## src/rtl/sseg_scan_driver.sv

```systemverilog
// -----------------------------------------------------------------------------
// sseg_scan_driver
//   Time-multiplexed driver for an N-digit 7-segment display. A packed hex word
//   is captured on a load strobe, held in a shadow register, and committed to
//   the displayed (active) register only when the scan wraps from the last
//   digit back to digit 0, so a frame is never drawn from two different words.
//   Each digit stays selected for REFRESH_DIV clock cycles. Blanked digits keep
//   their time slot, but their anode stays inactive and seg/dp stay off.
//
// Parameters
//   N_DIGITS     number of digits (>=1); digit 0 = rightmost = data_in[3:0]
//   REFRESH_DIV  clock cycles per digit slot (>=2)
//   SEG_ACT_LOW  1: seg/dp driven low = lit, 0: high = lit
//   AN_ACT_LOW   1: an driven low = selected, 0: high = selected
//   LZ_BLANK     1: suppress leading zero digits (digit 0 always shown)
//
// Ports
//   clk         system clock, rising edge
//   reset       synchronous, active-high
//   load        1-cycle strobe capturing data_in/dp_in/blank_in
//   data_in     packed nibbles, digit i = data_in[4i+3:4i]
//   dp_in       decimal point per digit, 1 = lit
//   blank_in    1 = force digit dark
//   seg         {a,b,c,d,e,f,g}, seg[6] = a, pin polarity per SEG_ACT_LOW
//   dp          decimal point of current digit, pin polarity per SEG_ACT_LOW
//   an          one-hot digit select, pin polarity per AN_ACT_LOW
//   frame_done  1-cycle pulse on the cycle after the scan wraps to digit 0
// -----------------------------------------------------------------------------
module sseg_scan_driver #(
    parameter int N_DIGITS    = 4,
    parameter int REFRESH_DIV = 50000,
    parameter int SEG_ACT_LOW = 1,
    parameter int AN_ACT_LOW  = 1,
    parameter int LZ_BLANK    = 0
) (
    input  logic                    clk,
    input  logic                    reset,
    input  logic                    load,
    input  logic [4*N_DIGITS-1:0]   data_in,
    input  logic [N_DIGITS-1:0]     dp_in,
    input  logic [N_DIGITS-1:0]     blank_in,
    output logic [6:0]              seg,
    output logic                    dp,
    output logic [N_DIGITS-1:0]     an,
    output logic                    frame_done
);

    localparam int DIV_W = $clog2(REFRESH_DIV);
    localparam int IDX_W = (N_DIGITS > 1) ? $clog2(N_DIGITS) : 1;

    localparam logic [DIV_W-1:0] DIV_LAST = DIV_W'(REFRESH_DIV - 1);
    localparam logic [IDX_W-1:0] IDX_LAST = IDX_W'(N_DIGITS - 1);

    // Pin levels for "everything dark", used while in reset.
    localparam logic [6:0]          SEG_OFF = (SEG_ACT_LOW != 0) ? 7'h7F : 7'h00;
    localparam logic                DP_OFF  = (SEG_ACT_LOW != 0) ? 1'b1 : 1'b0;
    localparam logic [N_DIGITS-1:0] AN_OFF  = (AN_ACT_LOW != 0) ? {N_DIGITS{1'b1}} : {N_DIGITS{1'b0}};

    // ------------------------------------------------------------------
    // Helper functions (all internal logic is active-high)
    // ------------------------------------------------------------------

    // Hex nibble to segments {a,b,c,d,e,f,g}, 1 = lit.
    function automatic logic [6:0] decode_hex(input logic [3:0] nib);
        logic [6:0] s;
        case (nib)
            4'h0:    s = 7'b1111110;
            4'h1:    s = 7'b0110000;
            4'h2:    s = 7'b1101101;
            4'h3:    s = 7'b1111001;
            4'h4:    s = 7'b0110011;
            4'h5:    s = 7'b1011011;
            4'h6:    s = 7'b1011111;
            4'h7:    s = 7'b1110000;
            4'h8:    s = 7'b1111111;
            4'h9:    s = 7'b1111011;
            4'hA:    s = 7'b1110111;
            4'hB:    s = 7'b0011111;
            4'hC:    s = 7'b1001110;
            4'hD:    s = 7'b0111101;
            4'hE:    s = 7'b1001111;
            4'hF:    s = 7'b1000111;
            default: s = 7'b0000000;
        endcase
        return s;
    endfunction

    // Digits suppressed as leading zeros: scanning from the top digit down,
    // every zero digit is suppressed until the first nonzero one. Digit 0 is
    // never part of the mask.
    function automatic logic [N_DIGITS-1:0] lz_mask(input logic [4*N_DIGITS-1:0] d);
        logic [N_DIGITS-1:0] m;
        logic                run;
        m   = {N_DIGITS{1'b0}};
        run = 1'b1;
        for (int i = N_DIGITS - 1; i >= 1; i--) begin
            if (run && (d[4*i +: 4] == 4'h0)) begin
                m[i] = 1'b1;
            end else begin
                run = 1'b0;
            end
        end
        return m;
    endfunction

    function automatic logic [6:0] seg_pins(input logic [6:0] lit);
        return (SEG_ACT_LOW != 0) ? ~lit : lit;
    endfunction

    function automatic logic dp_pin(input logic lit);
        return (SEG_ACT_LOW != 0) ? ~lit : lit;
    endfunction

    function automatic logic [N_DIGITS-1:0] an_pins(input logic [N_DIGITS-1:0] sel);
        return (AN_ACT_LOW != 0) ? ~sel : sel;
    endfunction

    // ------------------------------------------------------------------
    // State
    // ------------------------------------------------------------------
    logic [DIV_W-1:0]       div_cnt_r;
    logic [IDX_W-1:0]       idx_r;
    logic [4*N_DIGITS-1:0]  shadow_data_r;
    logic [N_DIGITS-1:0]    shadow_dp_r;
    logic [N_DIGITS-1:0]    shadow_blank_r;
    logic                   pending_r;
    logic [4*N_DIGITS-1:0]  active_data_r;
    logic [N_DIGITS-1:0]    active_dp_r;
    logic [N_DIGITS-1:0]    active_blank_r;
    logic [6:0]             seg_r;
    logic                   dp_r;
    logic [N_DIGITS-1:0]    an_r;
    logic                   frame_done_r;

    logic                   term_s;
    logic                   wrap_s;
    logic [IDX_W-1:0]       idx_next_s;
    logic [N_DIGITS-1:0]    lz_s;
    logic [3:0]             cur_nib_s;
    logic                   cur_dp_s;
    logic                   cur_blank_s;
    logic [N_DIGITS-1:0]    cur_sel_s;
    logic [6:0]             seg_lit_s;
    logic                   dp_lit_s;
    logic [N_DIGITS-1:0]    an_lit_s;

    // Slot timing: terminal count of the divider and the frame wrap edge.
    always_comb begin
        term_s     = (div_cnt_r == DIV_LAST);
        wrap_s     = term_s && (idx_r == IDX_LAST);
        idx_next_s = idx_r;
        if (term_s) begin
            if (idx_r == IDX_LAST) begin
                idx_next_s = {IDX_W{1'b0}};
            end else begin
                idx_next_s = idx_r + {{(IDX_W-1){1'b0}}, 1'b1};
            end
        end else begin
            idx_next_s = idx_r;
        end
    end

    // Leading-zero suppression mask, computed from the displayed word.
    always_comb begin
        lz_s = {N_DIGITS{1'b0}};
        if (LZ_BLANK != 0) begin
            lz_s = lz_mask(active_data_r);
        end else begin
            lz_s = {N_DIGITS{1'b0}};
        end
    end

    // Select the nibble, dp and blank state of the digit currently scanned.
    always_comb begin
        cur_nib_s   = 4'h0;
        cur_dp_s    = 1'b0;
        cur_blank_s = 1'b0;
        cur_sel_s   = {N_DIGITS{1'b0}};
        for (int i = 0; i < N_DIGITS; i++) begin
            if (idx_r == IDX_W'(i)) begin
                cur_nib_s    = active_data_r[4*i +: 4];
                cur_dp_s     = active_dp_r[i];
                cur_blank_s  = active_blank_r[i] | lz_s[i];
                cur_sel_s[i] = 1'b1;
            end else begin
                cur_sel_s[i] = 1'b0;
            end
        end
    end

    // Active-high lit pattern for the current slot; a blanked digit keeps its
    // slot but shows nothing and leaves its anode off.
    always_comb begin
        seg_lit_s = 7'h00;
        dp_lit_s  = 1'b0;
        an_lit_s  = {N_DIGITS{1'b0}};
        if (cur_blank_s) begin
            seg_lit_s = 7'h00;
            dp_lit_s  = 1'b0;
            an_lit_s  = {N_DIGITS{1'b0}};
        end else begin
            seg_lit_s = decode_hex(cur_nib_s);
            dp_lit_s  = cur_dp_s;
            an_lit_s  = cur_sel_s;
        end
    end

    // Divider and digit index.
    always_ff @(posedge clk) begin
        if (reset) begin
            div_cnt_r <= {DIV_W{1'b0}};
            idx_r     <= {IDX_W{1'b0}};
        end else begin
            div_cnt_r <= term_s ? {DIV_W{1'b0}} : div_cnt_r + {{(DIV_W-1){1'b0}}, 1'b1};
            idx_r     <= idx_next_s;
        end
    end

    // Shadow capture and frame-boundary commit. A load on the wrap cycle goes
    // straight to the active register so it is shown in the frame starting now.
    always_ff @(posedge clk) begin
        if (reset) begin
            shadow_data_r  <= {(4*N_DIGITS){1'b0}};
            shadow_dp_r    <= {N_DIGITS{1'b0}};
            shadow_blank_r <= {N_DIGITS{1'b0}};
            pending_r      <= 1'b0;
            active_data_r  <= {(4*N_DIGITS){1'b0}};
            active_dp_r    <= {N_DIGITS{1'b0}};
            active_blank_r <= {N_DIGITS{1'b0}};
        end else begin
            if (load) begin
                shadow_data_r  <= data_in;
                shadow_dp_r    <= dp_in;
                shadow_blank_r <= blank_in;
            end
            if (wrap_s) begin
                if (load) begin
                    active_data_r  <= data_in;
                    active_dp_r    <= dp_in;
                    active_blank_r <= blank_in;
                end else if (pending_r) begin
                    active_data_r  <= shadow_data_r;
                    active_dp_r    <= shadow_dp_r;
                    active_blank_r <= shadow_blank_r;
                end
                pending_r <= 1'b0;
            end else if (load) begin
                pending_r <= 1'b1;
            end
        end
    end

    // Registered pin drivers with final polarity applied.
    always_ff @(posedge clk) begin
        if (reset) begin
            seg_r        <= SEG_OFF;
            dp_r         <= DP_OFF;
            an_r         <= AN_OFF;
            frame_done_r <= 1'b0;
        end else begin
            seg_r        <= seg_pins(seg_lit_s);
            dp_r         <= dp_pin(dp_lit_s);
            an_r         <= an_pins(an_lit_s);
            frame_done_r <= wrap_s;
        end
    end

    assign seg        = seg_r;
    assign dp         = dp_r;
    assign an         = an_r;
    assign frame_done = frame_done_r;

endmodule

```

## config.mk

```make
export PLATFORM = sky130hd
export DESIGN_NAME = sseg_scan_driver
export DESIGN_NICKNAME = d
export VERILOG_FILES = /design/src/rtl/sseg_scan_driver.sv
export SDC_FILE = /design/constraint.sdc
export NUM_CORES = 1
export LEC_CHECK = 0
export CAP_MARGIN = 15
export CORE_ASPECT_RATIO = 0.8
export CORE_UTILIZATION = 34
export DETAILED_ROUTE_END_ITERATION = 10
export SLEW_MARGIN = 5
export SYNTH_ARGS = -nofsm -noshare
export SYNTH_HDL_FRONTEND = slang
export SYNTH_SLANG_ARGS = --single-unit
```

## constraint.sdc

```tcl
create_clock -name clk -period 5.9 [get_ports clk]
set_clock_uncertainty 0.05 [all_clocks]
set_input_delay 0.885 -clock clk [delete_from_list [all_inputs] [get_ports clk]]
set_output_delay 0.885 -clock clk [all_outputs]
set_load 0.02 [all_outputs]
```

==> reports/metrics.csv, run 1 <==
stage,metric,value,unit
status,outcome,finished clean,
detailed_routing,firstDrtPassIters,4,
synthesis,synth_seq_area_share,46.2,%
worst_setup_path,required,6.11,ns
timing,setup_tns,0,ns
cts,cts_resized,0,
floorplanning,die_width,115,um
synthesis,avgSynthCellArea,9.91,um^2
power,p_per_area,305,nW/um^2
detailed_routing,vias_per_cell,4.76,
floorplanning,core-area,9770,um^2
floorplanning,pin_count,40,
synthesis,ys_warn_count,0,
worst_setup_path,cp-end-kind,register,
worst_setup_path,path_max_fanout,32,
placement,placed_cell_area,3930,um^2
global_routing,antenna_found_initial,0,
global_routing,grt_usage,14.3,%
placement,post-dp-hpwl,4740,um
placement,gp_congestion,0.748,
worst_setup_path,start_kind,input port,
synthesis,synth-edff-count,0,
power,ir_drop,0.000175,V
detailed_routing,ant_nets,0,
timing,drv_slew,0,
placement,portBuffers,39,
finish,design_area,4300,um^2
floorplanning,die_area,10600,um^2
synthesis,ys.flop_type,dfxtp_1,
global_routing,grt_max_degree,56,
synthesis,syn_nets,388,
synthesis,synth_cell_types,42,
job,cap_violations,0,
finish,num-nets-final,421,
synthesis,synth.largest_area_cell,dfxtp_1,
cts,cts-root-buf,clkbuf_16,
detailed_routing,drc,0,
hold_path,hp-class,reg2reg,
synthesis,synth_area_leaders,"dfxtp_1 46%, a211oi_2 8.7%, mux2i_1 8.1%, nor2_1 7.9%, ha_1 4.0%",
synthesis,synth_top_cell_area_share,46.2,%
placement,post-place-cells,508,
detailed_routing,wl_per_cell,13.1,um
detailed_routing,wl,6880,um
worst_setup_path,crit_arrival,3.39,ns
synthesis,synth.top_cells.by_count,"80 x dfxtp_1, 73 x nor2_1, 28 x mux2i_1, 24 x a211oi_2, 21 x nand2_1",
timing,tightest_slew,0.796,ns
floorplanning,start_util,35.5,%
timing,fmax,314,MHz
finish,areaGrowthSynthToFinish,23.8,%
finish,drive_gt1_share,13.9,%
timing,hold_violations,0,
cts,postCtsSetupBuffers,0,
timing,finalCritPeriodShare,54.0,%
synthesis,synthMostInstantiatedCell,dfxtp_1,
synthesis,synth_cells,350,
cts,cts_sinks,80,
synthesis,yosys_register_bits,80,
global_routing,grt_pass1_wl,11600,um
timing,setup_violations,0,
finish,antenna_cells,0,
synthesis,async_reset_ff_share,0,%
detailed_routing,dr_total_vias,2493,
timing,maxSlewHeadroom,46.9,%
finish,stdcell_count,524,
global_routing,grt_overflow,0,
timing,rsz0062_at_grt,no,
cts,cts_hold_buf,0,
floorplanning,die_y,92.4,um
cts,clkTransAtPathRegs,0.06,ns
cts,cts_tree,done,
timing,period_needed,3.19,ns
worst_setup_path,criticalPathCategory,in2reg,
cts,cts_max_level,3,
floorplanning,fp-row-count,32,
cts,cts_buffer_depth,2,
global_routing,grt_pass1_vias,2409,
power,static-leakage-power,1.63,nW
synthesis,synthesis.area,3470,um^2
detailed_routing,drt_iter0_markers,124,
cts,cts_buffers,9,
cts,clk_latency,0.34,ns
==> critical path: stages <==
cell and delay, ns:
clkdlybuf4s50_1 0.45, buf_4 0.37, nor2_1 0.16, nor3b_4 0.71, buf_4 0.49, nor2_1 0.10
a211oi_2 0.20
==> logic make-up after synthesis <==
logic type / after synthesis / synth area share [%]
simple gates: 130 / 18.4
flops: 80 / 46.2
compound gates: 56 / 15.2
buf+inv: 32 / 4.87
mux: 28 / 8.08
xor+xnor: 13 / 3.28
fa+ha+maj: 11 / 3.97
==> power by group <==
| group | leakage, nW | internal (mW) | switching [mW] | total [mW] |
|---|---|---|---|---|
| combinational | 0.793 | 0.0331 | 0.0356 | 0.0688 |
| clock | 0.182 | 0.466 | 0.216 | 0.682 |
| sequential | 0.653 | 0.555 | 0.00500 | 0.560 |
| total | 1.63 | 1.05 | 0.256 | 1.31 |
==> through the flow <==
step	hold WS, ns	utilization, %	power [mW]	setup WS, ns
after detailed placement	0.410	40.2	0.641	2.35
after global placement	0.396	40.2	0.640	2.43
final	0.423	44.0	1.31	2.71
after CTS	0.423	44.0	1.32	2.70
after floorplan	0.380	-	0.610	3.78
after global routing	0.445	44.0	1.35	2.53
==> layout by cell type, fill, tap and decap left out, types with 5 or more instances in the layout <==
cell type,netlist,layout
a21oi_1,11,11
clkbuf_16,0,9
xor2_1,7,7
nand2_1,21,21
a211oi_2,24,24
ha_1,11,11
mux2i_1,28,28
dfxtp_1,80,80
xnor2_1,6,6
clkdlybuf4s50_1,0,38
o21ai_0,5,5
and3_1,5,5
nor2_1,73,73
inv_1,11,11
==> sequential cells by signal (all words and copies together), names as in the netlist <==
signal          flops
shadow_dp_r         4
an                  4
shadow_blank_r      4
div_cnt_r          16
idx_r               2
seg                 7
frame_done          1
pending_r           1
active_data_r      16
shadow_data_r      16
active_dp_r         4
active_blank_r      4
dp                  1
==> final timing paths <==
kind / from / endpoint / slack [ns] / cells past startpoint
setup / recovery: load / active_data_r[4]$_SDFFE_PP0P_ / 2.71 / 7
hold / removal: div_cnt_r[0]$_SDFF_PP0_ / div_cnt_r[0]$_SDFF_PP0_ / 0.42 / 1
setup reg to reg: div_cnt_r[0]$_SDFF_PP0_ / active_data_r[4]$_SDFFE_PP0P_ / 3.18 / 7
hold reg to reg: div_cnt_r[0]$_SDFF_PP0_ / div_cnt_r[0]$_SDFF_PP0_ / 0.42 / 1
==> cell type report <==
type	instances	area, um^2
Fill cell	981	5470
Multi-Input combinational cell	238	1700
Sequential cell	80	1600
Timing Repair Buffer	43	415
Clock buffer	10	239
Tap cell	136	170
Clock inverter	6	130
Inverter	11	41.3
==> layer usage <==
layer  vias up  global-route usage [%]  share of wire [%]
met1      1159                    18.6                 51
met3        10                    5.30                5.4
met2        52                    21.3                 43
met4         0                    5.41                1.3
met5         -                       0                  0
li1       1272                       -                  -
(Power assumes the default switching activity.)
==> run 2: changes to the inputs <==
- clock period: 5.9 -> 3 ns (I/O delays scaled with it)
==> reports/metrics.csv, run 2 (synthesized netlist as in run 1, its figures left out) <==
stage,metric,value,unit,change
power,finalPower,2.51,mW,+91%
timing,drv_slew,0,,unchanged
detailed_routing,dr_total_vias,2456,,-1.5%
detailed_routing,firstDrtPassIters,4,,unchanged
finish,reg.largest.list,"active_data_r: 16 flops, div_cnt_r: 16 flops, shadow_data_r: 16 flops",,
finish,areaGrowthSynthToFinish,23.4,%,
timing,finalCritPeriodShare,79.0,%,
timing,hold_violations,0,,unchanged
global_routing,grt_max_degree,49,,-13%
global_routing,grt_usage,14.5,%,+0.20 points
power,p_per_area,586,nW/um^2,+92%
timing,maxSlewHeadroom,59.9,%,+13 points
finish,multi_input_area,1700,um^2,unchanged
cts,cts-root-buf,clkbuf_16,,
global_routing,antenna_found_initial,0,,unchanged
worst_setup_path,cp_cell_sequence,ha_1 -> a211oi_1 -> a211o_1 -> inv_1 -> ha_1 -> mux2i_1 -> and3_1 -> a31oi_1,,
cts,cts_sinks,80,,unchanged
timing,hold_ws,0.417,ns,-0.00630 ns
detailed_routing,vias_per_cell,4.69,,-1.5%
finish,fillCellCount,965,,-1.6%
worst_setup_path,criticalPathCategory,reg2reg,,
cts,cts_buffer_depth,2,,unchanged
finish,num-nets-final,421,,unchanged
detailed_routing,drt_iter0_markers,138,,+11%
worst_setup_path,critPathMaxStageDelay,0.57,ns,-0.14 ns
hold_path,hp-class,reg2reg,,
detailed_routing,wl,6870,um,-0.13%
finish,final_core_util,43.8,%,-0.14 points
cts,clk_latency,0.34,ns,about the same
finish,stdcell_count,524,,unchanged
placement,gp_congestion,0.788,,+5.3%
timing,setup_tns,0,ns,unchanged
cts,clkTransAtPathRegs,0.06,ns,about the same
cts,cts_buffers,9,,unchanged
detailed_routing,drc,0,,unchanged
cts,cts_hold_buf,0,,unchanged
finish,final_cell_mix,"80 x dfxtp_1, 73 x nor2_1, 38 x clkdlybuf4s50_1",,
worst_setup_path,path_max_fanout,19,,-41%
finish,mostFrequentLayoutCell,dfxtp_1,,
timing,tightest_slew,0.602,ns,-0.195 ns
power,static-leakage-power,1.62,nW,-0.66%
timing,setup_violations,0,,unchanged
cts,cts_tree,done,,
floorplanning,core-area,9770,um^2,unchanged
global_routing,grt_pass1_wl,11700,um,+0.71%
finish,drive_gt1_share,13.9,%,unchanged
floorplanning,start_util,35.5,%,unchanged
worst_setup_path,worst-path-buf-inv,1,,-2
cts,cts_resized,0,,unchanged
placement,post-dp-hpwl,4770,um,+0.60%
worst_setup_path,required,3.22,ns,-2.89 ns
finish,register_area,1600,um^2,unchanged
detailed_routing,ant_nets,0,,unchanged
status,outcome,finished clean,,
worst_setup_path,cp-end-kind,register,,
timing,period_needed,2.37,ns,
timing,fmax,422,MHz,
placement,post-place-cells,508,,unchanged
floorplanning,pin_count,40,,unchanged
worst_setup_path,crit_path_frequent_cell,ha_1,,
worst_setup_path,path_delay_family,adder cells,,
cts,cts_max_level,3,,unchanged
worst_setup_path,crit_arrival,2.59,ns,-0.80 ns
global_routing,grt_pass1_vias,2422,,+0.54%
cts,postCtsSetupBuffers,0,,unchanged
floorplanning,die_width,115,um,unchanged
timing,rsz0062_at_grt,no,,
detailed_routing,wl_per_cell,13.1,um,-0.13%
finish,antenna_cells,0,,unchanged
placement,portBuffers,39,,unchanged
worst_setup_path,start_kind,register,,
worst_setup_path,slowest_stage,ha_1,,
floorplanning,die_y,92.4,um,unchanged
power,ir_drop,0.000308,V,+76%
floorplanning,fp-row-count,32,,unchanged
floorplanning,die_area,10600,um^2,unchanged
job,cap_violations,0,,unchanged
global_routing,grt_overflow,0,,unchanged
[run 2: cell types whose count changed in the layout (fill, tap and decap cells not counted), sizes merged]
cell / before / now
bufinv: 4 / 3
clkbuf: 10 / 11
clkinvlp: 0 / 1
clkinv: 2 / 1
[run 2: metrics by stage]
stage	instance area [um^2]	setup WS, ns
CTS	4280	0.649
finish	4280	0.630
global route	4280	0.389
global placement	3930	0.729
detailed placement	3930	0.680
floorplan	3470	0.917
[run 2: per-layer routing]
layer  up-vias  track usage (%)  share of wire (%)
li1       1270                -                  -
met1      1125             19.8                 51
met2        55             20.7                 43
met3         6             5.30                5.1
met4         0             5.09               0.92
met5         -                0                  0
[run 2: final timing paths]
check                          startpoint                 endpoint  slack [ns]  cells past startpoint
setup reg to reg    idx_r[0]$_SDFFE_PP0N_        seg[3]$_SDFF_PP1_        0.63                      8
hold / removal    div_cnt_r[0]$_SDFF_PP0_  div_cnt_r[0]$_SDFF_PP0_        0.42                      1
setup / recovery    idx_r[0]$_SDFFE_PP0N_        seg[3]$_SDFF_PP1_        0.63                      8
hold reg to reg   div_cnt_r[0]$_SDFF_PP0_  div_cnt_r[0]$_SDFF_PP0_        0.42                      1
[run 2: layout make-up]
| class | count | area share, % |
|---|---|---|
| clock inverters | 5 | 2.40 |
| flip-flops and latches | 80 | 37.4 |
| multi-input cells | 238 | 39.7 |
| repair buffers | 43 | 9.70 |
| clock buffers | 11 | 5.90 |
| well taps | 136 | 3.97 |
| inverters | 11 | 0.964 |
[run 2: power by group]
group          internal (mW)  switching (mW)
clock                  0.856           0.416
combinational         0.0651          0.0701
sequential              1.09         0.00943
total                   2.01           0.495
==> RTL change 1, RTL diff (config.mk and constraints of run 2) <==
Add an input register stage for `load`, `data_in`, `dp_in` and `blank_in`, without a reset; this delays them by one clock. Comments in the files are not updated.
--- a/src/rtl/sseg_scan_driver.sv
+++ b/src/rtl/sseg_scan_driver.sv
@@ -57,4 +57,16 @@
     localparam logic [N_DIGITS-1:0] AN_OFF  = (AN_ACT_LOW != 0) ? {N_DIGITS{1'b1}} : {N_DIGITS{1'b0}};
 
+    logic load_q;
+    logic [4*N_DIGITS-1:0] data_q;
+    logic [N_DIGITS-1:0] dp_q;
+    logic [N_DIGITS-1:0] blank_q;
+
+    always_ff @(posedge clk) begin
+        load_q  <= load;
+        data_q  <= data_in;
+        dp_q    <= dp_in;
+        blank_q <= blank_in;
+    end
+
     // ------------------------------------------------------------------
     // Helper functions (all internal logic is active-high)
@@ -229,14 +241,14 @@
             active_blank_r <= {N_DIGITS{1'b0}};
         end else begin
-            if (load) begin
-                shadow_data_r  <= data_in;
-                shadow_dp_r    <= dp_in;
-                shadow_blank_r <= blank_in;
+            if (load_q) begin
+                shadow_data_r  <= data_q;
+                shadow_dp_r    <= dp_q;
+                shadow_blank_r <= blank_q;
             end
             if (wrap_s) begin
-                if (load) begin
-                    active_data_r  <= data_in;
-                    active_dp_r    <= dp_in;
-                    active_blank_r <= blank_in;
+                if (load_q) begin
+                    active_data_r  <= data_q;
+                    active_dp_r    <= dp_q;
+                    active_blank_r <= blank_q;
                 end else if (pending_r) begin
                     active_data_r  <= shadow_data_r;
@@ -245,5 +257,5 @@
                 end
                 pending_r <= 1'b0;
-            end else if (load) begin
+            end else if (load_q) begin
                 pending_r <= 1'b1;
             end
Behaviour: same outputs for any inputs over 10 cycles, from zero or initial values and one cycle with reset high; that may be too few to reach the edited logic, so the function may still have changed.
==> RTL change 1 against run 2 <==
  * Synthesized area rose by 13%
  * Sequential cell count is 25 higher
  * Worst setup slack got worse by 0.19 ns
  * Total power is 5.0% higher
  * First-iteration DRC count grew 13%
  * Global-route usage decreased by 2.1 points
  * Synthesized cell count up 6.9%
  * Routed wire length rose by 0.48%
  * Final area grew 9.1%
  * Largest cell class is now registers
==> RTL change 1: results (changes against run 2) <==
{| class="wikitable"
! Metric !! Value
|-
| Adder-cell area share of the yosys netlist || 3.50% (-0.47 points)
|-
| FF+latch count || 105 (+31%)
|-
| Cell family with most CP delay || compound AO/OA/AOI/OAI gates
|-
| Critical path arrival || 2.77 ns (+0.18 ns)
|-
| Worst path slowest cell || sky130_fd_sc_hd__a31oi_1
|-
| Detailed-route wire length || 6.90 mm (+0.48%)
|-
| Xor and xnor fraction of the mapped netlist area || 3.12% (-0.16 points)
|-
| Footprint of the multi-input gates || 0.00165 sq mm (-2.9%)
|-
| Number of cells produced by synthesis || 374 (+6.9%)
|-
| Remaining max-slew budget at the tightest pin || 65.2% (+5.3 points)
|-
| Mux contribution to synthesized area || 6.62% (-1.5 points)
|-
| Proportion of cell area spent on the clock network || 5.70% (-2.6 points)
|-
| Placed wire-length estimate after detailed placement || 4.68 mm (-1.9%)
|-
| Total placed cells including tap cells || 540 (+6.3%)
|-
| Met2 track demand over resource in global routing || 18.2% (-2.5 points)
|-
| Final net count || 445 (+5.7%)
|-
| Vias in the first global route || 2414 (-0.33%)
|-
| Critical path's largest stage delay || 0.41 ns (-0.16 ns)
|-
| Compound-gate portion of the synthesized area || 12.5% (-2.7 points)
|-
| Sequential area share after synthesis || 53.5% (+7.3 points)
|-
| Dpl ws || 0.320 ns (-0.359 ns)
|-
| Syn Nets || 412 (+6.2%)
|-
| Biggest power consumer among the groups || registers
|-
| Top fanout value on the critical path || 18 (-1)
|-
| Via count || 2561 (+4.3%)
|-
| Cell leakage power || 1.76 nW (+8.9%)
|-
| Nonclk buf count || 45 (+4.7%)
|-
| Pin count of the biggest net entering global routing || 37 (-24%)
|-
| Met1 track utilization from global routing || 16.3% (-3.5 points)
|-
| Routed len/inst || 12.4 microns (-5.3%)
|-
| Run status || finished, final reports clean
|-
| Final-layout clock buffer total || 12 (+1)
|-
| Routed wl met3 || 351 microns (+0.57%)
|-
| Clock distribution power || 0.00105 W (-17%)
|-
| Global-route wire length before repair || 11.4 mm (-2.2%)
|-
| Number of DRC markers in iteration 0 || 156 (+13%)
|-
| Overall track demand over capacity in global routing || 12.4% (-2.1 points)
|-
| Non-clock inverter count in the final layout || 12 (+1)
|-
| Fraction of final layout cells sized beyond drive strength 1 || 12.6% (-1.3 points)
|-
| Seq. cell area || 0.00210 sq mm (+31%)
|-
| Power consumption || 0.00263 W (+5.0%)
|-
| #MultiIn Comb || 234 (-1.7%)
|}
[RTL change 1: cell types whose count changed in the layout (fill, tap and decap cells not counted), moves of 3 or more]
cell                               run 2  this run
sky130_fd_sc_hd__dfxtp_1              80       105
sky130_fd_sc_hd__bufinv_16             3         0
sky130_fd_sc_hd__nand2_1              21        24
sky130_fd_sc_hd__nor3_1                4         0
sky130_fd_sc_hd__clkbuf_1              0         3
[RTL change 1: worst paths after layout]
path,start,end,slack [ns],depth (start not counted)
hold reg to reg,div_cnt_r[0]$_SDFF_PP0_,div_cnt_r[0]$_SDFF_PP0_,0.42,1
setup / recovery,idx_r[0]$_SDFFE_PP0N_,seg[3]$_SDFF_PP1_,0.44,9
hold / removal,div_cnt_r[0]$_SDFF_PP0_,div_cnt_r[0]$_SDFF_PP0_,0.42,1
setup reg to reg,idx_r[0]$_SDFFE_PP0N_,seg[3]$_SDFF_PP1_,0.44,9
==> RTL change 2, RTL diff (settings of run 2) <==
Without the edit above. The parameter `N_DIGITS` goes from 4 to 8.
--- a/src/rtl/sseg_scan_driver.sv
+++ b/src/rtl/sseg_scan_driver.sv
@@ -28,5 +28,5 @@
 // -----------------------------------------------------------------------------
 module sseg_scan_driver #(
-    parameter int N_DIGITS    = 4,
+    parameter int N_DIGITS    = 8,
     parameter int REFRESH_DIV = 50000,
     parameter int SEG_ACT_LOW = 1,
Interface: changed (resized an, blank_in, data_in and dp_in); port bits go from 40 to 68. No check against the original RTL was run, so the function may have changed too.
==> RTL change 2 against run 2 <==
  * Worst setup slack lost 0.41 ns
  * Synthesized area grew 56%
  * Final cell count grew 64%
  * Combinational power grew 65%
  * Sequential power grew 66%
  * Sequential cell count grew 53
  * Utilization grew 1.6 points
  * Non-clock buffer count grew 38
  * Via count grew 70%
  * Final area grew 63%
  * Total power grew 75%
  * Routed wire length grew 79%
  * Count of clock-buffer cells in the layout grew 10
  * Die area grew 55%
==> RTL change 2: results (changes against run 2) <==
{| class="wikitable"
! Metric !! Value
|-
| Regs by FF count || active_data_r: 32 flops, shadow_data_r: 32 flops, div_cnt_r: 16 flops
|-
| Length in cells of the worst reg-to-reg path || 11 (+3)
|-
| Run status || finished, final reports clean
|-
| Remaining max-slew budget at the tightest pin || 62.2% (+2.4 points)
|-
| Fraction of final layout cells sized beyond drive strength 1 || 9.26% (-4.7 points)
|-
| Post-route insts no fill || 858 (+64%)
|-
| Vias in the first global route || 3916 (+62%)
|-
| Launch instance of the worst min-delay path || reset
|-
| Hold-critical path endpoint || shadow_data_r[24]$_SDFFE_PP0P_
|-
| Slack of the worst reg-to-reg path || 0.22 ns (-0.41 ns)
|-
| Number of input and output port buffers inserted || 67 (+72%)
|-
| Filler Cells Inserted || 1482 (+54%)
|-
| Routability congestion estimate || 0.855 (+8.5%)
|-
| Max VDD drop || 0.000432 V (+40%)
|-
| Critical path arrival || 3.01 ns (+0.42 ns)
|-
| Most used standard cells in the synthesized netlist || sky130_fd_sc_hd__dfxtp_1 (133), sky130_fd_sc_hd__nor2_1 (127), sky130_fd_sc_hd__mux2i_1 (54), sky130_fd_sc_hd__a211oi_1 (49), sky130_fd_sc_hd__nand2_1 (29)
|-
| Overall track demand over capacity in global routing || 15.8% (+1.3 points)
|-
| Hold/Removal Path Class || input pin to flop
|-
| Number of CTS-inserted buffers || 17 (+8)
|-
| Clk Latency, worst-skew pair || 0.42 ns (+0.08 ns)
|-
| Count of distinct cell types in the synthesized netlist || 53 (+26%)
|-
| Global-route wire length before repair || 19.9 mm (+71%)
|-
| Number of DRC markers in iteration 0 || 259 (+88%)
|-
| Reg-to-reg endpoint || seg[6]$_SDFF_PP1_
|-
| H-tree depth || 4 (+1)
|}
[RTL change 2: report_power, final]
group          switching [W]  internal, W
Clock               0.000763      0.00157
Combinational       0.000110     0.000113
Sequential         0.0000137      0.00181
Total               0.000886      0.00349
[RTL change 2: worst max path at each step]
stage | from | to | cells past startpoint
after floorplan | idx_r[2]$_SDFFE_PP0N_ | seg[6]$_SDFF_PP1_ | 13
after global placement | idx_r[1]$_SDFFE_PP0N_ | seg[6]$_SDFF_PP1_ | 9
after detailed placement | idx_r[0]$_SDFFE_PP0N_ | seg[6]$_SDFF_PP1_ | 8
after CTS | idx_r[0]$_SDFFE_PP0N_ | seg[6]$_SDFF_PP1_ | 8
after global routing | idx_r[0]$_SDFFE_PP0N_ | seg[6]$_SDFF_PP1_ | 11
final | idx_r[0]$_SDFFE_PP0N_ | seg[6]$_SDFF_PP1_ | 11
[RTL change 2: routing by layer]
| metal | GRT usage, % | share of wire (%) |
|---|---|---|
| met1 | 22.0 | 52 |
| met5 | 0 | 0 |
| met4 | 5.59 | 1.0 |
| met3 | 4.04 | 4.8 |
| met2 | 23.4 | 42 |
[RTL change 2: layout make-up]
type	instances	area share, %
Clock buffer	21	6.90
Clock inverter	11	2.82
Inverter	15	0.808
Tap cell	210	3.77
Timing Repair Buffer	81	11.4
Sequential cell	133	38.2
Multi-Input combinational cell	387	36.1
[RTL change 2: per-stage QoR]
step	utilization (%)	power (W)	instance area [sq um]	worst slack, ns	hold WS [ns]
floorplan	-	0.00198	5420	0.209	0.380
global placement	41.0	0.00209	6270	0.237	0.395
detailed placement	41.0	0.00209	6270	0.158	0.398
CTS	45.4	0.00444	6950	0.158	0.320
global route	45.5	0.00454	6970	0.0610	0.336
finish	45.5	0.00438	6970	0.221	0.333
[RTL change 2: cells by family (layout without fill, tap and decap cells)]
logic type	count (synthesis)	after routing	share of synthesized area, %
muxes	55	55	10.2
AOI/OAI and AO/OA	103	103	14.5
xor gates and xnor gates	15	15	2.42
buffers and inverters	57	128	4.82
and+or+nand+nor	201	201	16.0
DFF	133	133	49.1
adders and majority gates	13	13	3.00
[RTL change 2: critical path: cells and delay by family (launching register included)]
kind            cells  cell delay [ns]
simple gates        3             0.53
compound gates      4             0.77
buf+inv             1             0.19
fa+ha+maj           3             0.74
flops               1             0.34
